### config.mk
export PLATFORM = sky130hd
export DESIGN_NAME = mm_bridge
export DESIGN_NICKNAME = d
export VERILOG_FILES = /design/src/rtl/mm_pkg.sv /design/src/rtl/mm_read_tracker.sv /design/src/rtl/mm_bridge.sv
export SDC_FILE = /design/constraint.sdc
export NUM_CORES = 1
export LEC_CHECK = 0
export ABC_AREA = 0
export CAP_MARGIN = 20
export CORE_MARGIN = 3
export CORE_UTILIZATION = 42
export DETAILED_ROUTE_END_ITERATION = 8
export PLACE_DENSITY = 0.92
export SYNTH_ARGS = -nofsm -noshare
export SYNTH_HDL_FRONTEND = slang
export SYNTH_SLANG_ARGS = --single-unit
### constraint.sdc
create_clock -name clk -period 4.4 [get_ports clk]
set_input_delay 0.44 -clock clk [delete_from_list [all_inputs] [get_ports clk]]
set_output_delay 0.44 -clock clk [all_outputs]
set_load 0.05 [all_outputs]
### src/rtl/mm_pkg.sv
`default_nettype none
// ============================================================================
// Module   : mm_pkg
// Purpose  : Shared types and constants for the mm_bridge slice: the command
//            kind carried in the bridge's command register, the data word
//            returned for a read that the downstream side never answered, and
//            the default values of the bridge parameters.
// Revision : 1.0 - initial release
// ============================================================================
package mm_pkg;

   typedef enum logic {
      CMD_READ  = 1'b0,
      CMD_WRITE = 1'b1
   } cmd_kind_e;

   // Returned to the JTAG master in place of a read that timed out.
   localparam logic [31:0] c_default_rdata = 32'hDEADBEEF;

   localparam int c_def_addr_w         = 32;
   localparam int c_def_data_w         = 32;
   localparam int c_def_max_pending    = 4;
   localparam int c_def_timeout_cycles = 255;

endpackage
`default_nettype wire

### src/rtl/mm_read_tracker.sv
`default_nettype none
// ============================================================================
// Module   : mm_read_tracker
// Purpose  : Counts reads issued downstream but not yet answered, tells the
//            bridge when another read may be issued, and filters out responses
//            that arrive with nothing outstanding. With MM_BRIDGE_TIMEOUT_EN
//            defined it also runs a watchdog that synthesises a response for
//            a read that is never answered.
// Ports    : clk, rst (sync, active-low)
//            rd_issue     in  - a read is accepted downstream this cycle
//            rsp_valid    in  - m_readdatavalid from the register bank
//            slot_free    out - pending < MAX_PENDING
//            rsp_accept   out - rsp_valid that matches an outstanding read
//            rsp_timeout  out - watchdog expired this cycle (macro only)
//            timeout_flag out - sticky, set on the first synthesised response
// Revision : 1.0 - initial release
// ============================================================================
module mm_read_tracker
   import mm_pkg::*;
#(
   parameter int MAX_PENDING    = c_def_max_pending,
   parameter int TIMEOUT_CYCLES = c_def_timeout_cycles
) (
   input  logic clk,
   input  logic rst,
   input  logic rd_issue,
   input  logic rsp_valid,
   output logic slot_free,
   output logic rsp_accept,
   output logic rsp_timeout,
   output logic timeout_flag
);

   localparam int              PEND_W     = $clog2(MAX_PENDING + 1);
   localparam logic [PEND_W-1:0] c_max_pend = PEND_W'(MAX_PENDING);

   if (MAX_PENDING < 1 || MAX_PENDING > 15 || TIMEOUT_CYCLES < 1) begin : g_bad_param
      $error("mm_read_tracker: MAX_PENDING must be 1..15 and TIMEOUT_CYCLES >= 1");
   end

   logic [PEND_W-1:0] pending_q, pending_d;
   logic              w_pend_nz;
   logic              w_dec;

   always_comb begin
      w_pend_nz  = (pending_q != '0);
      slot_free  = (pending_q < c_max_pend);
      rsp_accept = rsp_valid & w_pend_nz;
      w_dec      = rsp_accept | rsp_timeout;
      pending_d  = pending_q;
      // The bridge only issues a read while slot_free, so the increment can
      // never push the count past MAX_PENDING.
      case ({rd_issue, w_dec})
         2'b10:   pending_d = pending_q + 1'b1;
         2'b01:   pending_d = pending_q - 1'b1;
         default: pending_d = pending_q;
      endcase
   end

   always_ff @(posedge clk) begin
      if (!rst) pending_q <= '0;
      else      pending_q <= pending_d;
   end

`ifdef MM_BRIDGE_TIMEOUT_EN
   localparam int             WD_W      = $clog2(TIMEOUT_CYCLES + 1);
   localparam logic [WD_W-1:0] c_wd_limit = WD_W'(TIMEOUT_CYCLES);

   logic [WD_W-1:0] wd_q, wd_d;
   logic            tflag_q, tflag_d;
   logic            w_expire;

   always_comb begin
      // A genuine response in the expiry cycle wins: no synthetic one then.
      w_expire = w_pend_nz & ~rsp_valid & (wd_q == c_wd_limit);
      wd_d     = wd_q + 1'b1;
      if (!w_pend_nz || rsp_valid || w_expire) wd_d = '0;
      tflag_d  = tflag_q | w_expire;
   end

   always_ff @(posedge clk) begin
      if (!rst) begin
         wd_q    <= '0;
         tflag_q <= 1'b0;
      end else begin
         wd_q    <= wd_d;
         tflag_q <= tflag_d;
      end
   end

   assign rsp_timeout  = w_expire;
   assign timeout_flag = tflag_q;
`else
   assign rsp_timeout  = 1'b0;
   assign timeout_flag = 1'b0;
`endif

endmodule
`default_nettype wire

### src/rtl/mm_bridge.sv
`default_nettype none
// ============================================================================
// Module   : mm_bridge
// Purpose  : Memory-mapped bridge between the JTAG master (s_*) and the
//            register bank (m_*). A one-entry command register drives the
//            master side; capture and issue may happen in the same cycle, so
//            sustained throughput is one command per cycle. Read responses
//            are forwarded with one register stage.
// Ports    : clk, rst (sync, active-low)
//            s_address/s_read/s_write/s_writedata/s_byteenable in,
//            s_waitrequest/s_readdata/s_readdatavalid out
//            m_address/m_read/m_write/m_writedata/m_byteenable out,
//            m_waitrequest/m_readdata/m_readdatavalid in
//            timeout_flag out - sticky, a read response was synthesised
// Config   : MM_BRIDGE_TIMEOUT_EN enables the read-response watchdog.
// Revision : 1.0 - initial release
// ============================================================================
module mm_bridge
   import mm_pkg::*;
#(
   parameter int ADDR_W         = c_def_addr_w,
   parameter int DATA_W         = c_def_data_w,
   parameter int MAX_PENDING    = c_def_max_pending,
   parameter int TIMEOUT_CYCLES = c_def_timeout_cycles
) (
   input  logic                clk,
   input  logic                rst,
   input  logic [ADDR_W-1:0]   s_address,
   input  logic                s_read,
   input  logic                s_write,
   input  logic [DATA_W-1:0]   s_writedata,
   input  logic [DATA_W/8-1:0] s_byteenable,
   output logic                s_waitrequest,
   output logic [DATA_W-1:0]   s_readdata,
   output logic                s_readdatavalid,
   output logic [ADDR_W-1:0]   m_address,
   output logic                m_read,
   output logic                m_write,
   output logic [DATA_W-1:0]   m_writedata,
   output logic [DATA_W/8-1:0] m_byteenable,
   input  logic                m_waitrequest,
   input  logic [DATA_W-1:0]   m_readdata,
   input  logic                m_readdatavalid,
   output logic                timeout_flag
);

   localparam int BE_W = DATA_W / 8;

   logic              cmd_valid_q, cmd_valid_d;
   cmd_kind_e         cmd_kind_q,  cmd_kind_d;
   logic [ADDR_W-1:0] cmd_addr_q,  cmd_addr_d;
   logic [DATA_W-1:0] cmd_data_q,  cmd_data_d;
   logic [BE_W-1:0]   cmd_be_q,    cmd_be_d;
   logic              rdv_q,       rdv_d;
   logic [DATA_W-1:0] rdata_q,     rdata_d;

   logic w_is_read;
   logic w_slot_free;
   logic w_issue;
   logic w_capture;
   logic w_rsp_accept;
   logic w_rsp_timeout;

   mm_read_tracker #(
      .MAX_PENDING    (MAX_PENDING),
      .TIMEOUT_CYCLES (TIMEOUT_CYCLES)
   ) u_tracker (
      .clk          (clk),
      .rst          (rst),
      .rd_issue     (w_issue & w_is_read),
      .rsp_valid    (m_readdatavalid),
      .slot_free    (w_slot_free),
      .rsp_accept   (w_rsp_accept),
      .rsp_timeout  (w_rsp_timeout),
      .timeout_flag (timeout_flag)
   );

   // Handshake. Everything is gated by rst so the bus is quiet while reset is
   // held, even before the first clock edge clears the command register.
   always_comb begin
      w_is_read     = (cmd_kind_q == CMD_READ);
      w_issue       = rst & cmd_valid_q & ~m_waitrequest & (~w_is_read | w_slot_free);
      s_waitrequest = rst & cmd_valid_q & ~w_issue;
      w_capture     = rst & (s_read | s_write) & ~s_waitrequest;

      // m_read must not depend on m_waitrequest; it only drops while the
      // outstanding-read limit is reached.
      m_read        = rst & cmd_valid_q & w_is_read & w_slot_free;
      m_write       = rst & cmd_valid_q & ~w_is_read;
      m_address     = cmd_addr_q;
      m_writedata   = cmd_data_q;
      m_byteenable  = cmd_be_q;
   end

   // Command register: a capture overwrites the entry that issues in the same
   // cycle, giving back-to-back commands without a bubble.
   always_comb begin
      cmd_valid_d = cmd_valid_q;
      cmd_kind_d  = cmd_kind_q;
      cmd_addr_d  = cmd_addr_q;
      cmd_data_d  = cmd_data_q;
      cmd_be_d    = cmd_be_q;
      if (w_capture) begin
         cmd_valid_d = 1'b1;
         cmd_kind_d  = s_write ? CMD_WRITE : CMD_READ;
         cmd_addr_d  = s_address;
         cmd_data_d  = s_writedata;
         cmd_be_d    = s_byteenable;
      end else if (w_issue) begin
         cmd_valid_d = 1'b0;
      end
   end

   // Response path. Accept and timeout are mutually exclusive.
   always_comb begin
      rdv_d   = w_rsp_accept | w_rsp_timeout;
      rdata_d = rdata_q;
      if (w_rsp_timeout)     rdata_d = DATA_W'(c_default_rdata);
      else if (w_rsp_accept) rdata_d = m_readdata;
   end

   always_ff @(posedge clk) begin
      if (!rst) begin
         cmd_valid_q <= 1'b0;
         cmd_kind_q  <= CMD_READ;
         cmd_addr_q  <= '0;
         cmd_data_q  <= '0;
         cmd_be_q    <= '0;
         rdv_q       <= 1'b0;
         rdata_q     <= '0;
      end else begin
         cmd_valid_q <= cmd_valid_d;
         cmd_kind_q  <= cmd_kind_d;
         cmd_addr_q  <= cmd_addr_d;
         cmd_data_q  <= cmd_data_d;
         cmd_be_q    <= cmd_be_d;
         rdv_q       <= rdv_d;
         rdata_q     <= rdata_d;
      end
   end

   assign s_readdatavalid = rdv_q;
   assign s_readdata      = rdata_q;

endmodule
`default_nettype wire

==> results.toml, run 1 <==
[logic_synthesis]
yosys.area.top_type = "dfxtp_1"
yosysMostFrequentCell = "nand2_1"
synth_cell_types = 24
syn_nets = 589
ys_seq_area_frac = 0.552
ys_ff_latch = 106
synth_edf_count = 0
syn_inst = 481
synthTopCellsByCount = "nand2_1, dfxtp_1, o22ai_1"
yosys_warnings = 0
synth_top_area_frac = 0.552
synth_area_leaders = "dfxtp_1, nand2_1, o22ai_1"
synthArstFlopShare = 0
syn_area_per_cell_um2 = 7.99
synth_area_um2 = 3840
ys.flop_type = "dfxtp_1"

[timing]
final.setup.tns_ns = 0
period_needed_ns = 3.41
finalHoldViolations = 0
timing.slew.headroom = 0.364
fin_crit_sh = 0.775
worst_pin_slew_ns = 0.951
rsz0062_at_grt = "false"
setup_ws_ns = 0.990
finalSetupViolations = 0
skew_ns = 0.0174
slew_violations = 0
max_freq_mhz = 293

[die]
core-area_um2 = 8810
initial_utilization = 0.436
dieWidth_um = 102
row_count = 34
boundaryPins = 211
dieArea_um2 = 10300
die_y_um = 102

[placed_design]
dp_cells = 764
port_buffers = 209
dpl.hpwl_um = 8470
place.gp.congestion = 0.776
place_worst_setup_slack_ns = 0.985

[global_routing]
grt_pass1_vias = 3870
overflow = 0
grt_usage = 0.217
antenna_found_initial = 0
grt_start_max_net_pins = 49
grt_pass1_wl_um = 18200

[detailed_routing]
wl_per_cell_um = 15.0
drt_iter0_drc = 186
dr.pass1.iters = 5
drc = 0
wl_um = 11700
postRouteAntennaNets = 0
num_vias = 4041
vias_per_cell = 5.18

[power]
pwr-share-clk = 0.220
leakagePower_nw = 2.24
power-per-cell-area_nw_per_um2 = 401
combPwrFrac = 0.331
peakVddDrop_mv = 0.221
p_sw_mw = 0.898
power_frac_seq = 0.449
p_int_mw = 1.56
swShare = 0.365

[clock_network]
tritoncts = "yes"
cts_inserted_buffers = 9
clk_pin_slew_ns = 0.09
cts_num_sinks = 106
hold_buffers = 0
post_cts_buffers = 0
cts.htree.levels = 3
ctsResizeCount = 0
cts_root_buf = "clkbuf_8"
worstSkewPairLatency_ns = 0.35
cts_buffer_depth = 2

[worst_setup_path]
arrival_ns = 2.97
start_kind = "input pin"
path_class = "input pin to output pin"
end_kind = "output pin"
cp_max_fo = 38
required_ns = 3.96

[finish]
fin_cells = 780
area_growth_pct = 59.4
antenna_cells = 0
drive_gt1_frac = 0.0417
nets = 775

[run]
cap_violations = 0

[worst_hold_path]
hold_path_class = "flip-flop to flip-flop"

[outcome]
outcome = "finished, final reports clean"
[flip-flops by register name, summed over array words and instances (netlist names)]
name and count:
s_readdata 32, cmd_valid_q 1, s_readdatavalid 1, m_address 32
m_writedata 32, u_tracker.pending_q 3, cmd_kind_q 1, m_byteenable 4
[placed cells by master (no fill, tap or decap), types with 4 or more instances in the layout]
cell type          n
inv_1              4
dfxtp_1          106
nand2_1          205
o22ai_1           68
nor2_1             5
buf_4              5
clkdlybuf4s50_1  208
clkbuf_8           9
a21oi_1           34
[layout make-up]
class                           instances  area (um2)
Multi-Input combinational cell        330        1550
Tap cell                              108         135
Timing Repair Buffer                  214        2120
Sequential cell                       106        2120
Fill cell                             652        2680
Clock buffer                            9         124
Clock inverter                          7        50.0
Inverter                                6        22.5
[critical path: stages]
cell and delay (ns):
buf_2 0.54, nand2_1 0.23, a21oi_4 0.77, clkdlybuf4s50_1 0.98
[power groups by stage]
stage                     Clock (mW)  Sequential (mW)  Combinational (mW)
after floorplan                    0             1.42               0.201
after global placement             0             1.12               0.797
after detailed placement           0             1.13               0.814
after CTS                      0.561             1.10               0.817
after global routing           0.600             1.12               0.861
final                          0.541             1.11               0.813
[metrics by stage]
stage | total power, mW | util | cell area (um2) | hold slack, ns
2_1_floorplan | 1.62 | - | 3840 | 0.466
3_3_place_gp | 1.92 | 0.676 | 5950 | 0.443
3_5_place_dp | 1.94 | 0.676 | 5950 | 0.449
4_1_cts | 2.48 | 0.696 | 6130 | 0.463
5_1_grt | 2.58 | 0.696 | 6130 | 0.484
6_report | 2.46 | 0.696 | 6130 | 0.461
[cell families (layout without fill, tap and decap cells)]
kind of cell	after synthesis	in the layout	share of synthesized area
other	1	1	0.000976
buffers and inverters	45	236	0.0508
xor gates and xnor gates	2	2	0.00456
DFF	106	106	0.552
and+or+nand+nor	218	218	0.217
adders and majority gates	2	2	0.00846
AOI/OAI and AO/OA	107	107	0.166
[layer usage]
metal	up-vias	track usage	part of all wire
li1	1961	-	-
met1	1882	0.268	0.40
met2	182	0.375	0.50
met3	16	0.0496	0.087
met4	0	0.0706	0.015
met5	-	0	0
[path summary, 6_finish.rpt]
path	endpoint	depth (start not counted)	start	slack, ns
min	s_readdata[3]	2	s_readdata[3]	0.46
max reg2reg	u_tracker.pending_q[2]	9	u_tracker.pending_q[2]	1.72
max	s_waitrequest	4	rst	0.99
min reg2reg	s_readdata[3]	2	s_readdata[3]	0.46
Note: power is estimated with default switching activity, not from simulation.
==> run 2, diff against run 1 <==
--- a/config.mk
+++ b/config.mk
@@ -8,9 +8,9 @@
 export ABC_AREA = 0
 export CAP_MARGIN = 20
 export CORE_MARGIN = 3
-export CORE_UTILIZATION = 42
+export CORE_UTILIZATION = 35
 export DETAILED_ROUTE_END_ITERATION = 8
-export PLACE_DENSITY = 0.92
+export PLACE_DENSITY = 0.83
 export SYNTH_ARGS = -nofsm -noshare
 export SYNTH_HDL_FRONTEND = slang
 export SYNTH_SLANG_ARGS = --single-unit
==> constraint.sdc (replaced) <==
create_clock -name clk -period 2.9 [get_ports clk]
set_input_delay 0.29 -clock clk [delete_from_list [all_inputs] [get_ports clk]]
set_output_delay 0.29 -clock clk [all_outputs]
set_load 0.05 [all_outputs]
==> results.toml, run 2 (synthesized netlist as in run 1, its figures left out) <==
[finish]
area_growth_pct = 62.3
layout_commonest_cell = "clkdlybuf4s50_1"
filler_cell_count = 883
nets = 778
antenna_cells = 0
multi_input_area_um2 = 1550
seqCellArea_um2 = 2120
fin_area_um2 = 6240
final_cell_mix = "clkdlybuf4s50_1, nand2_1, dfxtp_1"
drive_gt1_frac = 0.0430

[clock_network]
cts_buffer_depth = 2
cts_num_sinks = 106
cts_root_buf = "clkbuf_8"
cts.htree.levels = 3
post_cts_buffers = 0
cts_inserted_buffers = 9
tritoncts = "yes"
clk_pin_slew_ns = 0.09
ctsResizeCount = 0
hold_buffers = 0
worstSkewPairLatency_ns = 0.36

[outcome]
outcome = "finished, final reports clean"

[worst_setup_path]
crit_slowest_cell = "clkdlybuf4s50_1"
path_delay_family = "buffers and inverters"
path_class = "flip-flop to output pin"
worstPathCellList = "nand2_1, nor3_1, clkdlybuf4s50_1"
end_kind = "output pin"
slowest_delay_ns = 0.87
arrival_ns = 1.89
cp.buffers_inverters = 1
cp_max_fo = 3
required_ns = 2.61
start_kind = "flip-flop"

[power]
leakagePower_nw = 2.28
power_mw = 3.91
power-per-cell-area_nw_per_um2 = 627
peakVddDrop_mv = 0.281

[timing]
worst_pin_slew_ns = 0.701
skew_ns = 0.0111
fin_crit_sh = 0.753
final.setup.tns_ns = 0
period_needed_ns = 2.18
finalHoldViolations = 0
rsz0062_at_grt = "false"
timing.slew.headroom = 0.533
finalSetupViolations = 0
max_freq_mhz = 458
slew_violations = 0

[die]
dieArea_um2 = 12300
die_y_um = 111
row_count = 37
initial_utilization = 0.366
core-area_um2 = 10500
boundaryPins = 211
dieWidth_um = 111

[detailed_routing]
drc = 0
num_vias = 4023
vias_per_cell = 4.97
dr.pass1.iters = 5
postRouteAntennaNets = 0
wl_per_cell_um = 14.6
wl_um = 11900
drt_iter0_drc = 414

[placed_design]
place.gp.congestion = 0.827
dpl.hpwl_um = 8420
port_buffers = 209
dpl_cell_area_um2 = 6020

[worst_hold_path]
hold_path_class = "input pin to flip-flop"

[global_routing]
grt_pass1_vias = 3944
antenna_found_initial = 0
overflow = 0
grt_usage = 0.186
grt_pass1_wl_um = 19200
grt_start_max_net_pins = 67

[run]
cap_violations = 0
## run 2: report_power, final
part	internal, mW	total [mW]	leakage, nW	switching, mW
logic	0.460	1.24	1.29	0.784
registers	1.60	1.67	0.874	0.0760
clock network	0.531	0.997	0.110	0.466
## run 2: worst paths after layout
path	start	end	slack [ns]	cells after the start
min	rst	m_writedata[23]	0.28	3
max	cmd_valid_q	m_read	0.72	3
min reg2reg	s_readdata[31]	s_readdata[31]	0.46	2
max reg2reg	u_tracker.pending_q[2]	u_tracker.pending_q[2]	0.97	8
## run 2: through the flow
stage / hold WS [ns] / instances / utilization / setup WS, ns
2_1_floorplan: 0.426 / 481 / - / 0.226
3_3_place_gp: 0.441 / 795 / 0.573 / 0.707
3_5_place_dp: 0.448 / 795 / 0.573 / 0.648
4_1_cts: 0.252 / 810 / 0.594 / 0.696
5_1_grt: 0.276 / 810 / 0.594 / 0.610
6_report: 0.279 / 810 / 0.594 / 0.718
## run 2: worst min-delay path: cells and delay by family
kind	cells	cell delay (ns)
simple gates	1	0.08
buf+inv	1	0.15
compound gates	1	0.06
## run 2: final cells by class
class | instances | share of cell area
well taps | 136 | 0.0273
repair buffers | 217 | 0.346
clock buffers | 13 | 0.0255
inverters | 6 | 0.00361
clock inverters | 2 | 0.00963
flip-flops and latches | 106 | 0.340
multi-input cells | 330 | 0.248
## run 2: per-layer routing
| metal | share of wire | global-route usage | vias to the layer above |
|---|---|---|---|
| li1 | - | - | 1969 |
| met4 | 0.019 | 0.0681 | 0 |
| met2 | 0.47 | 0.307 | 184 |
| met3 | 0.096 | 0.0611 | 16 |
| met5 | 0 | 0 | - |
| met1 | 0.42 | 0.227 | 1854 |
==> run 3, diff against run 2 <==
==> constraint.sdc (replaced) <==
create_clock -name clk -period 1.9 [get_ports clk]
set_input_delay 0.19 -clock clk [delete_from_list [all_inputs] [get_ports clk]]
set_output_delay 0.19 -clock clk [all_outputs]
set_load 0.05 [all_outputs]
==> results.toml, run 3 (synthesized netlist as in run 1, its figures left out) <==
[global_routing]
grt_start_max_net_pins = 55
overflow = 0
grt_pass1_wl_um = 19300
busiest_layer = "met2"
antenna_found_initial = 0
grt_util_met1 = 0.226
grt_pass1_vias = 3931
grt_util_met2 = 0.316
grtUsageMet3 = 0.0688
grt_usage = 0.186

[run]
cap_violations = 0

[timing]
finalHoldViolations = 0
fin_crit_sh = 0.927
setup_ws_ns = 0.138
slew_violations = 0
max_freq_mhz = 567
final.setup.tns_ns = 0
period_needed_ns = 1.76
skew_ns = 0.0114
finalSetupViolations = 0
worst_pin_slew_ns = 0.557
timing.slew.headroom = 0.629
rsz0062_at_grt = "false"

[power]
swShare = 0.359
p_sw_mw = 2.07
leakagePower_nw = 2.31
peakVddDrop_mv = 0.463
combPwrFrac = 0.335
power-per-cell-area_nw_per_um2 = 909
pwr-share-clk = 0.219
power_frac_seq = 0.445
p_int_mw = 3.69

[placed_design]
place_worst_setup_slack_ns = -0.200
port_buffers = 209
dpl.hpwl_um = 8630
place.gp.congestion = 0.811

[finish]
final_cell_mix = "clkdlybuf4s50_1, nand2_1, dfxtp_1"
drive_gt1_frac = 0.0733
nets = 785
area_growth_pct = 64.6
layout_commonest_cell = "clkdlybuf4s50_1"
antenna_cells = 0

[clock_network]
tritoncts = "yes"
cts_num_sinks = 106
cts_buffer_depth = 2
cts_root_buf = "clkbuf_8"
cts_inserted_buffers = 9
worstSkewPairLatency_ns = 0.35
hold_buffers = 0
cts.htree.levels = 3
clk_pin_slew_ns = 0.10

[detailed_routing]
dr.pass1.iters = 4
drc = 0
postRouteAntennaNets = 0
vias_per_cell = 5.02
num_vias = 4110
drt_iter0_drc = 289
wl_per_cell_um = 14.6
wl_um = 11900

[worst_hold_path]
hold_depth = 4
holdPathEnd = "m_address[31]"
worstHoldStart = "rst"
hold_path_class = "input pin to flip-flop"

[worst_setup_path]
required_ns = 2.18
r2r_cells = 8
r2r_end = "u_tracker.pending_q[2]"
r2r-start = "u_tracker.pending_q[2]"
start_kind = "flip-flop"
path_class = "flip-flop to flip-flop"
arrival_ns = 2.04
end_kind = "flip-flop"
rrSetupSlack_ns = 0.14
startpoint = "u_tracker.pending_q[2]"
cp_max_fo = 5

[die]
dieWidth_um = 111
core-area_um2 = 10500
die_y_um = 111
boundaryPins = 211
row_count = 37
dieArea_um2 = 12300
initial_utilization = 0.366

[outcome]
outcome = "finished, final reports clean"
-- run 3: timing repair --
item / 4_1_cts / 5_1_grt
setup buffers: 0 / 1
endpoints found under the setup margin: 0 / 1
resized for setup: 0 / 8
-- run 3: stage by stage --
stage          area, um2  instances  utilization  hold WS, ns  total power, mW
2_1_floorplan       3870        481            -        0.326             3.77
3_3_place_gp        6120        801        0.583        0.442             4.49
3_5_place_dp        6120        801        0.583        0.446             4.53
4_1_cts             6300        817        0.600        0.305             5.79
5_1_grt             6330        818        0.602        0.343             6.03
6_report            6330        818        0.602        0.351             5.75
-- run 3: final cells by class --
class,count,area (um2)
sequential,106,2130
tap,136,170
clock buffer,11,141
inverter,6,22.5
multi-input combinational,330,1570
timing repair buffer,224,2250
fill,911,4180
clock inverter,5,37.5
-- run 3: metal layers --
layer	part of all wire	up-vias
li1	-	1979
met1	0.40	1940
met2	0.49	176
met3	0.089	15
met4	0.015	0
met5	0	-
-- run 3: worst max-delay path by stage --
stage	end	slack [ns]	depth (start not counted)
detailed placement	u_tracker.pending_q[2]	-0.20	9
finish	u_tracker.pending_q[2]	0.14	8
global placement	u_tracker.pending_q[2]	-0.17	9
floorplan	u_tracker.pending_q[2]	-0.08	9
global route	s_waitrequest	0.04	4
CTS	u_tracker.pending_q[2]	0.06	9
-- run 3: power by group through the flow --
stage / clock (mW) / combinational [mW] / sequential, mW
2_1_floorplan: 0 / 0.472 / 3.30
3_3_place_gp: 0 / 1.89 / 2.60
3_5_place_dp: 0 / 1.93 / 2.61
4_1_cts: 1.30 / 1.93 / 2.56
5_1_grt: 1.40 / 2.04 / 2.59
6_report: 1.26 / 1.93 / 2.56
-- run 3: worst max-delay path: stages (launching register included) --
cell and delay [ns]:
dfxtp_4 0.40, o31ai_4 0.09, inv_2 0.07, ha_2 0.17, inv_1 0.05, fa_2 0.33, xor2_1 0.15, or3_1 0.33
a21oi_2 0.11
